[src/rtl/regfile_wb_arbiter_if.sv]
// Bundle of writeback ports, scoreboard reserve/check and the registered regfile write port.
// The arbiter sits on the slave side. The issue/writeback logic (or a bench) sits on the master side.
interface regfile_wb_arbiter_if #(
  parameter int DATA_W = 32,
  parameter int ADDR_W = 5
);
  // Handshake: a write on a port happens in a cycle where both valid and ready are high.
  // Ready is combinational. It is driven by arbitration only, never by how long valid has been held.
  // Valid may drop without a transfer.
  logic              a_valid;
  logic              a_ready;
  logic [ADDR_W-1:0] a_reg;
  logic              a_float;
  logic [DATA_W-1:0] a_data;

  logic              b_valid;
  logic              b_ready;
  logic [ADDR_W-1:0] b_reg;
  logic              b_float;
  logic [DATA_W-1:0] b_data;

  logic              rsv_valid;
  logic [ADDR_W-1:0] rsv_reg;
  logic              rsv_float;

  logic [ADDR_W-1:0] chk_reg1;
  logic [ADDR_W-1:0] chk_reg2;
  logic              chk_float;
  logic              hazard;

  logic              rf_regWrite;
  logic              rf_float;
  logic [ADDR_W-1:0] rf_writeReg;
  logic [DATA_W-1:0] rf_writeData;

  logic              last_grant_dbg;

  modport master (
    output a_valid, a_reg, a_float, a_data,
    output b_valid, b_reg, b_float, b_data,
    output rsv_valid, rsv_reg, rsv_float,
    output chk_reg1, chk_reg2, chk_float,
    input  a_ready, b_ready, hazard,
    input  rf_regWrite, rf_float, rf_writeReg, rf_writeData,
    input  last_grant_dbg
  );

  modport slave (
    input  a_valid, a_reg, a_float, a_data,
    input  b_valid, b_reg, b_float, b_data,
    input  rsv_valid, rsv_reg, rsv_float,
    input  chk_reg1, chk_reg2, chk_float,
    output a_ready, b_ready, hazard,
    output rf_regWrite, rf_float, rf_writeReg, rf_writeData,
    output last_grant_dbg
  );
endinterface

[src/rtl/regfile_wb_arbiter.sv]
// Round-robin arbiter that shares the regfile write port between the ALU/load path (A) and the FPU (B).
// It also keeps a per-bank destination scoreboard so that issue can detect RAW hazards.
module regfile_wb_arbiter #(
  parameter int DATA_W = 32,
  parameter int ADDR_W = 5
) (
  input logic               clk,
  input logic               rst,
  regfile_wb_arbiter_if.slave bus
);
  localparam int NREG = 1 << ADDR_W;

  typedef enum logic {LAST_A = 1'b0, LAST_B = 1'b1} grant_e;

  grant_e            last_q, last_d;
  logic              grant_a, grant_b;
  logic              a_xfer, b_xfer, xfer;
  logic              sel_float;
  logic [ADDR_W-1:0] sel_reg;
  logic [DATA_W-1:0] sel_data;

  logic              rf_we_q, rf_we_d;
  logic              rf_float_q, rf_float_d;
  logic [ADDR_W-1:0] rf_reg_q, rf_reg_d;
  logic [DATA_W-1:0] rf_data_q, rf_data_d;

  logic [NREG-1:0]   pend_i_q, pend_i_d;
  logic [NREG-1:0]   pend_f_q, pend_f_d;
  logic [NREG-1:0]   chk_bank;
  logic              haz1, haz2;

  // Round-robin state register
  always_ff @(posedge clk) begin
    if (rst) last_q <= LAST_B;
    else     last_q <= last_d;
  end

  always_comb begin
    last_d = last_q;
    if (a_xfer)      last_d = LAST_A;
    else if (b_xfer) last_d = LAST_B;
  end

  // On contention the grant goes to the port that did not win last time.
  always_comb begin
    grant_a = 1'b0;
    grant_b = 1'b0;
    if (!rst) begin
      if (bus.a_valid && bus.b_valid) begin
        grant_a = (last_q == LAST_B);
        grant_b = (last_q == LAST_A);
      end else begin
        grant_a = bus.a_valid;
        grant_b = bus.b_valid;
      end
    end
  end

  assign bus.a_ready        = grant_a;
  assign bus.b_ready        = grant_b;
  assign bus.last_grant_dbg = last_q;
  assign a_xfer             = bus.a_valid & grant_a;
  assign b_xfer             = bus.b_valid & grant_b;
  assign xfer               = a_xfer | b_xfer;

  always_comb begin
    sel_float = bus.b_float;
    sel_reg   = bus.b_reg;
    sel_data  = bus.b_data;
    if (grant_a) begin
      sel_float = bus.a_float;
      sel_reg   = bus.a_reg;
      sel_data  = bus.a_data;
    end
  end

  // A write to register 0 is accepted but produces no regfile write. The address and data fields keep their old values.
  always_comb begin
    rf_we_d    = xfer && (sel_reg != '0);
    rf_float_d = rf_float_q;
    rf_reg_d   = rf_reg_q;
    rf_data_d  = rf_data_q;
    if (rf_we_d) begin
      rf_float_d = sel_float;
      rf_reg_d   = sel_reg;
      rf_data_d  = sel_data;
    end
  end

  always_ff @(posedge clk) begin
    if (rst) begin
      rf_we_q    <= 1'b0;
      rf_float_q <= 1'b0;
      rf_reg_q   <= '0;
      rf_data_q  <= '0;
    end else begin
      rf_we_q    <= rf_we_d;
      rf_float_q <= rf_float_d;
      rf_reg_q   <= rf_reg_d;
      rf_data_q  <= rf_data_d;
    end
  end

  assign bus.rf_regWrite  = rf_we_q;
  assign bus.rf_float     = rf_float_q;
  assign bus.rf_writeReg  = rf_reg_q;
  assign bus.rf_writeData = rf_data_q;

  // Pending bits are cleared first and set second, so a reservation in the same cycle as a transfer to that register wins.
  always_comb begin
    pend_i_d = pend_i_q;
    pend_f_d = pend_f_q;
    if (xfer && (sel_reg != '0)) begin
      if (sel_float) pend_f_d[sel_reg] = 1'b0;
      else           pend_i_d[sel_reg] = 1'b0;
    end
    if (bus.rsv_valid && (bus.rsv_reg != '0)) begin
      if (bus.rsv_float) pend_f_d[bus.rsv_reg] = 1'b1;
      else               pend_i_d[bus.rsv_reg] = 1'b1;
    end
  end

  always_ff @(posedge clk) begin
    if (rst) begin
      pend_i_q <= '0;
      pend_f_q <= '0;
    end else begin
      pend_i_q <= pend_i_d;
      pend_f_q <= pend_f_d;
    end
  end

  // A write sitting in rf_* has already cleared its pending bit but has not reached the regfile, so it still counts as a hazard.
  assign chk_bank = bus.chk_float ? pend_f_q : pend_i_q;
  assign haz1 = (bus.chk_reg1 != '0) &&
                (chk_bank[bus.chk_reg1] ||
                 (rf_we_q && (rf_float_q == bus.chk_float) && (rf_reg_q == bus.chk_reg1)));
  assign haz2 = (bus.chk_reg2 != '0) &&
                (chk_bank[bus.chk_reg2] ||
                 (rf_we_q && (rf_float_q == bus.chk_float) && (rf_reg_q == bus.chk_reg2)));
  assign bus.hazard = haz1 | haz2;
endmodule

[src/flat_wrapper.sv]
// flat-port wrapper written by rule: the top's interface ports become plain ports
module regfile_wb_arbiter_flat 
#(
  parameter int DATA_W = 32,
  parameter int ADDR_W = 5
)
  (clk, rst, bus_a_valid, bus_a_reg, bus_a_float, bus_a_data, bus_b_valid, bus_b_reg, bus_b_float, bus_b_data, bus_rsv_valid, bus_rsv_reg, bus_rsv_float, bus_chk_reg1, bus_chk_reg2, bus_chk_float, bus_a_ready, bus_b_ready, bus_hazard, bus_rf_regWrite, bus_rf_float, bus_rf_writeReg, bus_rf_writeData, bus_last_grant_dbg);
  regfile_wb_arbiter_if #(.DATA_W(DATA_W), .ADDR_W(ADDR_W)) bus_i ();
  input logic clk;
  input logic rst;
  input wire logic [$bits(bus_i.a_valid)-1:0] bus_a_valid;
  input wire logic [$bits(bus_i.a_reg)-1:0] bus_a_reg;
  input wire logic [$bits(bus_i.a_float)-1:0] bus_a_float;
  input wire logic [$bits(bus_i.a_data)-1:0] bus_a_data;
  input wire logic [$bits(bus_i.b_valid)-1:0] bus_b_valid;
  input wire logic [$bits(bus_i.b_reg)-1:0] bus_b_reg;
  input wire logic [$bits(bus_i.b_float)-1:0] bus_b_float;
  input wire logic [$bits(bus_i.b_data)-1:0] bus_b_data;
  input wire logic [$bits(bus_i.rsv_valid)-1:0] bus_rsv_valid;
  input wire logic [$bits(bus_i.rsv_reg)-1:0] bus_rsv_reg;
  input wire logic [$bits(bus_i.rsv_float)-1:0] bus_rsv_float;
  input wire logic [$bits(bus_i.chk_reg1)-1:0] bus_chk_reg1;
  input wire logic [$bits(bus_i.chk_reg2)-1:0] bus_chk_reg2;
  input wire logic [$bits(bus_i.chk_float)-1:0] bus_chk_float;
  output wire logic [$bits(bus_i.a_ready)-1:0] bus_a_ready;
  output wire logic [$bits(bus_i.b_ready)-1:0] bus_b_ready;
  output wire logic [$bits(bus_i.hazard)-1:0] bus_hazard;
  output wire logic [$bits(bus_i.rf_regWrite)-1:0] bus_rf_regWrite;
  output wire logic [$bits(bus_i.rf_float)-1:0] bus_rf_float;
  output wire logic [$bits(bus_i.rf_writeReg)-1:0] bus_rf_writeReg;
  output wire logic [$bits(bus_i.rf_writeData)-1:0] bus_rf_writeData;
  output wire logic [$bits(bus_i.last_grant_dbg)-1:0] bus_last_grant_dbg;
  assign bus_i.a_valid = bus_a_valid;
  assign bus_i.a_reg = bus_a_reg;
  assign bus_i.a_float = bus_a_float;
  assign bus_i.a_data = bus_a_data;
  assign bus_i.b_valid = bus_b_valid;
  assign bus_i.b_reg = bus_b_reg;
  assign bus_i.b_float = bus_b_float;
  assign bus_i.b_data = bus_b_data;
  assign bus_i.rsv_valid = bus_rsv_valid;
  assign bus_i.rsv_reg = bus_rsv_reg;
  assign bus_i.rsv_float = bus_rsv_float;
  assign bus_i.chk_reg1 = bus_chk_reg1;
  assign bus_i.chk_reg2 = bus_chk_reg2;
  assign bus_i.chk_float = bus_chk_float;
  assign bus_a_ready = bus_i.a_ready;
  assign bus_b_ready = bus_i.b_ready;
  assign bus_hazard = bus_i.hazard;
  assign bus_rf_regWrite = bus_i.rf_regWrite;
  assign bus_rf_float = bus_i.rf_float;
  assign bus_rf_writeReg = bus_i.rf_writeReg;
  assign bus_rf_writeData = bus_i.rf_writeData;
  assign bus_last_grant_dbg = bus_i.last_grant_dbg;
  regfile_wb_arbiter #(.DATA_W(DATA_W), .ADDR_W(ADDR_W)) u_core (.clk(clk), .rst(rst), .bus(bus_i));
endmodule
[config.mk]
export PLATFORM = sky130hd
export DESIGN_NAME = regfile_wb_arbiter_flat
export DESIGN_NICKNAME = d
export VERILOG_FILES = /design/src/rtl/regfile_wb_arbiter_if.sv /design/src/rtl/regfile_wb_arbiter.sv /design/src/flat_wrapper.sv
export SDC_FILE = /design/constraint.sdc
export NUM_CORES = 1
export LEC_CHECK = 0
export CAP_MARGIN = 15
export CELL_PAD_IN_SITES_DETAIL_PLACEMENT = 1
export CELL_PAD_IN_SITES_GLOBAL_PLACEMENT = 1
export CORE_MARGIN = 2
export CORE_UTILIZATION = 25
export CTS_BUF_LIST = sky130_fd_sc_hd__clkbuf_8 sky130_fd_sc_hd__clkbuf_16
export DETAILED_ROUTE_END_ITERATION = 12
export PLACE_DENSITY_LB_ADDON = 0.08
export SYNTH_ARGS = -nofsm -noshare
export SYNTH_HDL_FRONTEND = slang
export SYNTH_SLANG_ARGS = --single-unit
[constraint.sdc]
create_clock -name clk -period 5 [get_ports clk]
set_clock_uncertainty 0.05 [all_clocks]
set_input_delay 1 -clock clk [delete_from_list [all_inputs] [get_ports clk]]
set_output_delay 1 -clock clk [all_outputs]
set_load 0.03 [all_outputs]
==> flow_summary.yaml, run 1 <==
status:
  outcome: "complete, no violations"
logic_synthesis:
  yosysWarnings: 0
  synthFlopType: "dfxtp_1"
  synth_seq_cells: 104
  synth_cells: 699
  syn_area_um2: 6020
  synthArstFlopShare_pct: 0
  syn_avg_cell_area_um2: 8.62
  ys_seq_area_share_pct: 34.6
  synth_edf_count: 0
  synthDistinctLibCells: 58
  synth_nets: 797
power_and_ir_drop:
  ir_drop_mv: 0.128
  p_leak_nw: 2.69
  powerDensity_nw_per_um2: 263
  power_mw: 2.11
clock_tree:
  post_cts_buffers: 0
  cts_made_buffers: 9
  insertion_delay_ps: 350
  clock_path_buffers: 2
  cts_sinks: 104
  clk_pin_slew_ps: 80
  cts_tree: "built"
  hold_buffers: 0
  clk_root_buffer_cell: "clkbuf_16"
  cts.repair.resized: 0
  h-tree-depth: 3
global_routing:
  grt_pass1_wl_mm: 37.5
  grt_start_max_net_pins: 53
  grt_pass1_vias: 6146
  use_met3_pct: 3.13
  grt_remaining_overflow: 0
  antenna_found_initial: 0
  gr-usage-met1_pct: 26.6
  grt_use_total_pct: 19.2
  met2_usage_pct: 31.1
  busiest_layer: "met2"
timing:
  tns_ps: 0
  max_freq_mhz: 214
  slew_violations: 0
  relSlewSlack_pct: 28.7
  finalCriticalPeriod_ps: 4670
  rsz0062_at_grt: "false"
  finalSetupViolCount: 0
  tightestPinTransition_ps: 1070
  post-route-period-util_pct: 93.4
  hold_viol_final: 0
die:
  die_area_um2: 25400
  initial_core_util_pct: 25.6
  rows: 56
  io_pins: 141
  die_x_um: 159
  dieHeight_um: 159
  core-area_um2: 23500
worst_setup_path:
  critPathArrivalTime_ps: 3620
  setup.worst_path.class: "in -> out"
  startpoint_type: "input port"
  cp.required_ps: 3950
  cp_max_fo: 14
  r2r_cells: 7
  r2r_setup_slack_ps: 1980
  end_kind: "output port"
routing:
  drc: 0
  ant_nets: 0
  dr.pass1.iters: 4
  vias: 5900
  wire_per_inst_um: 21.3
  drt_iter0_drc: 307
  routed_wl_mm: 24.2
  via_per_inst: 5.20
final_layout:
  n_fill_cell: 2801
  area_delta_synth_final_pct: 32.9
  multi_input_area_um2: 3640
  nets: 908
  regArea_um2: 2080
  drive_gt1_share_pct: 12.9
  n_antenna_cell: 0
worst_hold_path:
  hp-class: "reg -> reg"
  whs_path_depth: 1
placed_design:
  port-buffer-count: 140
  place_hpwl_mm: 18.7
  gp_congestion: 0.900
flow_run:
  maxCapViolCount: 0
## state kept, by name, summed over array words and instances, names as in the netlist
register                   count
u_core.bus.last_grant_dbg      1
u_core.bus.rf_writeData       32
u_core.bus.rf_regWrite         1
u_core.pend_f_q               32
u_core.bus.rf_float            1
u_core.pend_i_q               32
u_core.bus.rf_writeReg         5
## cells in the final DEF, fill, tap and decap left out, drive strengths merged, types with 4 or more instances in the layout
master,n
xor2,5
a311oi,33
a211oi,7
nand3,15
mux2i,13
dfxtp,104
o31ai,7
clkdlybuf4s50,138
mux2,6
nand4,11
nand2b,11
and2,5
nor2b,20
clkbuf,10
nand2,117
inv,10
a21oi,39
nand3b,6
mux4,25
nor2,68
a22oi,17
xnor2,5
nand4b,7
buf,19
nor4,4
nor3,7
o21ai,64
## through the flow
step | hold WS [ps] | area (um^2) | utilization (%) | cells | worst slack [ps]
floorplan | 380 | 6020 | - | 699 | 545
global placement | 419 | 7700 | 32.7 | 1118 | 250
detailed placement | 423 | 7700 | 32.7 | 1118 | 231
CTS | 437 | 8010 | 34.0 | 1134 | 239
global route | 440 | 8010 | 34.0 | 1134 | 28.1
finish | 433 | 8010 | 34.0 | 1134 | 332
## report_power, final
group | switching, mW | internal, mW | leakage [nW]
clock | 0.344 | 0.405 | 0.150
sequential | 0.0268 | 0.858 | 0.847
combinational | 0.268 | 0.207 | 1.70
## final cells by class
cell class	instances	area share [%]
multi-input combinational	530	45.5
sequential	104	26.0
timing repair buffer	157	19.3
tap	319	4.98
clock buffer	10	2.98
clock inverter	6	0.844
inverter	8	0.375
## critical path, cell delays in order
cell and delay (ps):
clkdlybuf4s50_1 690, buf_4 350, mux4_2 540, mux2i_1 240, a31oi_1 120, a22oi_1 170, o311ai_0 270, buf_12 230
## logic make-up (layout without fill, tap and decap cells)
kind of cell / Yosys count / in the layout / share of synthesized area (%)
xor gates and xnor gates: 10 / 10 / 1.45
buffers and inverters: 65 / 181 / 5.01
DFF: 104 / 104 / 34.6
AOI/OAI and AO/OA: 191 / 191 / 24.1
muxes: 44 / 44 / 12.6
and+or+nand+nor: 285 / 285 / 22.2
## cells in the mapped netlist, types with 4 or more instances
cell / instances / share of area [%]
mux2_2: 5 / 0.93
buf_1: 7 / 0.44
nand3b_1: 6 / 0.75
nor2_1: 68 / 4.2
clkbuf_1: 34 / 2.1
nand2b_1: 11 / 1.1
buf_6: 6 / 1.1
inv_1: 7 / 0.44
nand4_1: 11 / 1.1
buf_2: 10 / 0.83
nand3_1: 15 / 1.2
a21oi_1: 39 / 3.2
o21ai_0: 64 / 5.3
a211oi_1: 4 / 0.50
dfxtp_1: 104 / 35
nand2_1: 117 / 7.3
nor4_1: 4 / 0.42
mux4_2: 25 / 9.3
xnor2_1: 5 / 0.73
a22oi_1: 17 / 2.1
a311oi_2: 32 / 8.0
xor2_1: 5 / 0.73
nor3_1: 7 / 0.58
mux2i_1: 13 / 2.2
o31ai_1: 7 / 0.87
nor2b_1: 20 / 2.1
nand4b_1: 7 / 1.0
and2_1: 4 / 0.42
## path summary, 6_finish.rpt
kind | start | end
max reg2reg | u_core.bus.last_grant_dbg$_SDFFE_PP1P_ | u_core.bus.rf_writeData[15]$_SDFFE_PP0N_
max | bus_chk_reg2[0] | bus_hazard
min | u_core.pend_i_q[0]$_SDFF_PP0_ | u_core.pend_i_q[0]$_SDFF_PP0_
min reg2reg | u_core.pend_i_q[0]$_SDFF_PP0_ | u_core.pend_i_q[0]$_SDFF_PP0_
## per-layer routing
| layer | up-vias | share of wire (%) |
|---|---|---|
| li1 | 2775 | - |
| met1 | 2982 | 47 |
| met2 | 119 | 47 |
| met3 | 24 | 4.3 |
| met4 | 0 | 1.7 |
| met5 | - | 0 |
(Power assumes the default switching activity.)
==> inputs of run 2 (changes only) <==
--- a/config.mk
+++ b/config.mk
@@ -13,6 +13,7 @@
 export CTS_BUF_LIST = sky130_fd_sc_hd__clkbuf_8 sky130_fd_sc_hd__clkbuf_16
 export DETAILED_ROUTE_END_ITERATION = 12
 export PLACE_DENSITY_LB_ADDON = 0.08
+export REMOVE_ABC_BUFFERS = 1
 export SYNTH_ARGS = -nofsm -noshare
 export SYNTH_HDL_FRONTEND = slang
 export SYNTH_SLANG_ARGS = --single-unit
==> constraint.sdc (replaced) <==
create_clock -name clk -period 5 [get_ports clk]
set_clock_uncertainty 0.05 [all_clocks]
set_input_delay 0.5 -clock clk [delete_from_list [all_inputs] [get_ports clk]]
set_output_delay 0.5 -clock clk [all_outputs]
set_load 0.03 [all_outputs]
==> run 2 against run 1 <==
  * Sequential share of layout area up 0.23 points
  * Cell count down 0.53%
  * Register-to-register slack better by 110 ps
  * Global-route usage down 0.79 points
  * Sequential power down 0.5%
  * Critical path depth up 1
  * Flip-flop and latch count unchanged
  * Wire length down 3.1%
  * Critical endpoint unchanged
==> flow_summary.yaml, run 2 (synthesis gave the netlist of run 1 again) <==
final_layout:
  n_antenna_cell: 0
  area_delta_synth_final_pct: 31.8
  drive_gt1_share_pct: 12.1
  mostFrequentLayoutCell: "clkdlybuf4s50_1"
  layout_common_cells: "clkdlybuf4s50_1 (138), nand2_1 (117), dfxtp_1 (104), nor2_1 (68), o21ai_0 (64)"
  nets: 902
die:
  dieHeight_um: 159
  die_x_um: 159
  die_area_um2: 25400
  initial_core_util_pct: 25.6
  rows: 56
  io_pins: 141
  core-area_um2: 23500
timing:
  hold_viol_final: 0
  rsz0062_at_grt: "false"
  post-route-period-util_pct: 84.6
  max_freq_mhz: 236
  finalSetupViolCount: 0
  tightestPinTransition_ps: 1200
  setup_slack_ps: 768
  slew_violations: 0
  tns_ps: 0
  finalCriticalPeriod_ps: 4230
  relSlewSlack_pct: 19.7
routing:
  routed_wl_mm: 23.4
  wire_per_inst_um: 20.7
  ant_nets: 0
  drt_iter0_drc: 301
  drc: 0
  via_per_inst: 5.23
  vias: 5896
  dr.pass1.iters: 4
worst_setup_path:
  setup.worst_path.class: "in -> out"
  cp.required_ps: 4450
  crit_family: "buffers and inverters"
  end_kind: "output port"
  crit_top_cell: "clkdlybuf4s50_1"
  crit_slowest_cell: "clkdlybuf4s50_1"
  startpoint_type: "input port"
  max_stage_delay_ps: 860
  crit_buf_inv: 3
  cp_max_fo: 12
  worstPathCellList: "clkdlybuf4s50_1 -> buf_4 -> mux4_2 -> and3b_1 -> a21oi_1 -> a41oi_1 -> o21ai_0 -> o311ai_0 -> clkdlybuf4s50_1"
  critPathArrivalTime_ps: 3680
clock_tree:
  cts.repair.resized: 0
  cts_tree: "built"
  clk_root_buffer_cell: "clkbuf_16"
  clk_pin_slew_ps: 80
  h-tree-depth: 3
  post_cts_buffers: 0
  clock_path_buffers: 2
  insertion_delay_ps: 360
  hold_buffers: 0
  cts_sinks: 104
  cts_made_buffers: 9
global_routing:
  antenna_found_initial: 0
  grt_remaining_overflow: 0
  grt_start_max_net_pins: 69
  grt_use_total_pct: 18.4
  grt_pass1_vias: 6277
  grt_pass1_wl_mm: 36.7
power_and_ir_drop:
  clkPwrFrac_pct: 35.3
  p_leak_nw: 2.66
  sequentialPowerShare_pct: 42.0
  powerDensity_nw_per_um2: 264
  switchingPower_uw: 646
  ir_drop_mv: 0.169
  switching_share_pct: 30.8
  internal_power_mw: 1.45
  pwr-share-comb_pct: 22.7
worst_hold_path:
  hp-class: "reg -> reg"
placed_design:
  pre_cts_slack_ps: 753
  gp_congestion: 0.844
  place_hpwl_mm: 17.0
  port-buffer-count: 140
status:
  outcome: "complete, no violations"
flow_run:
  maxCapViolCount: 0
[run 2: changes by cell type in the layout (fill, tap and decap cells not counted), sizes merged]
cell,change
buf,-6
clkbuf,-1
clkinv,-1
inv,+2
[run 2: through the flow]
stage	hold slack [ps]	cells	total power, mW	area, um^2	util, %
final	417	1128	2.10	7940	33.7
after global routing	439	1128	2.20	7940	33.7
after CTS	418	1128	2.13	7940	33.7
after global placement	396	1112	1.37	7640	32.5
after detailed placement	399	1112	1.38	7640	32.5
after floorplan	380	642	1.12	5750	-
[run 2: worst paths after layout]
kind,from,to,slack [ps],cells past startpoint
worst min-delay path,u_core.pend_i_q[0]$_SDFF_PP0_,u_core.pend_i_q[0]$_SDFF_PP0_,420,1
worst max-delay path,bus_chk_reg2[0],bus_hazard,770,9
worst min register to register,u_core.pend_i_q[0]$_SDFF_PP0_,u_core.pend_i_q[0]$_SDFF_PP0_,420,1
worst max register to register,u_core.bus.last_grant_dbg$_SDFFE_PP1P_,u_core.bus.rf_writeData[12]$_SDFFE_PP0N_,2090,7
[run 2: final cells by class]
| type | count | area (um^2) |
|---|---|---|
| inverters | 8 | 30.0 |
| multi-input cells | 530 | 3640 |
| clock inverters | 7 | 71.3 |
| repair buffers | 151 | 1490 |
| flip-flops and latches | 104 | 2080 |
| clock buffers | 9 | 225 |
| fillers | 2768 | 15600 |
| well taps | 319 | 399 |
[run 2: worst register-to-register path, stage by stage, from the launching register on]
cell	delay, ps
dfxtp_1	370
nor2b_1	490
or3_1	270
mux2i_1	460
o41a_2	410
buf_12	330
nor2_1	180
a311oi_2	250
[run 2: per-layer routing]
metal  part of all wire [%]  GRT usage, %
met4                    1.6          5.70
met5                      0             0
met2                     49          31.8
met1                     43          23.1
met3                    5.8          3.72
[run 2: power groups by stage]
| stage | sequential (mW) | clock (mW) | combinational, mW |
|---|---|---|---|
| global placement | 0.898 | 0 | 0.472 |
| CTS | 0.881 | 0.767 | 0.480 |
| floorplan | 0.948 | 0 | 0.176 |
| detailed placement | 0.900 | 0 | 0.478 |
| finish | 0.881 | 0.740 | 0.475 |
| global route | 0.886 | 0.803 | 0.512 |
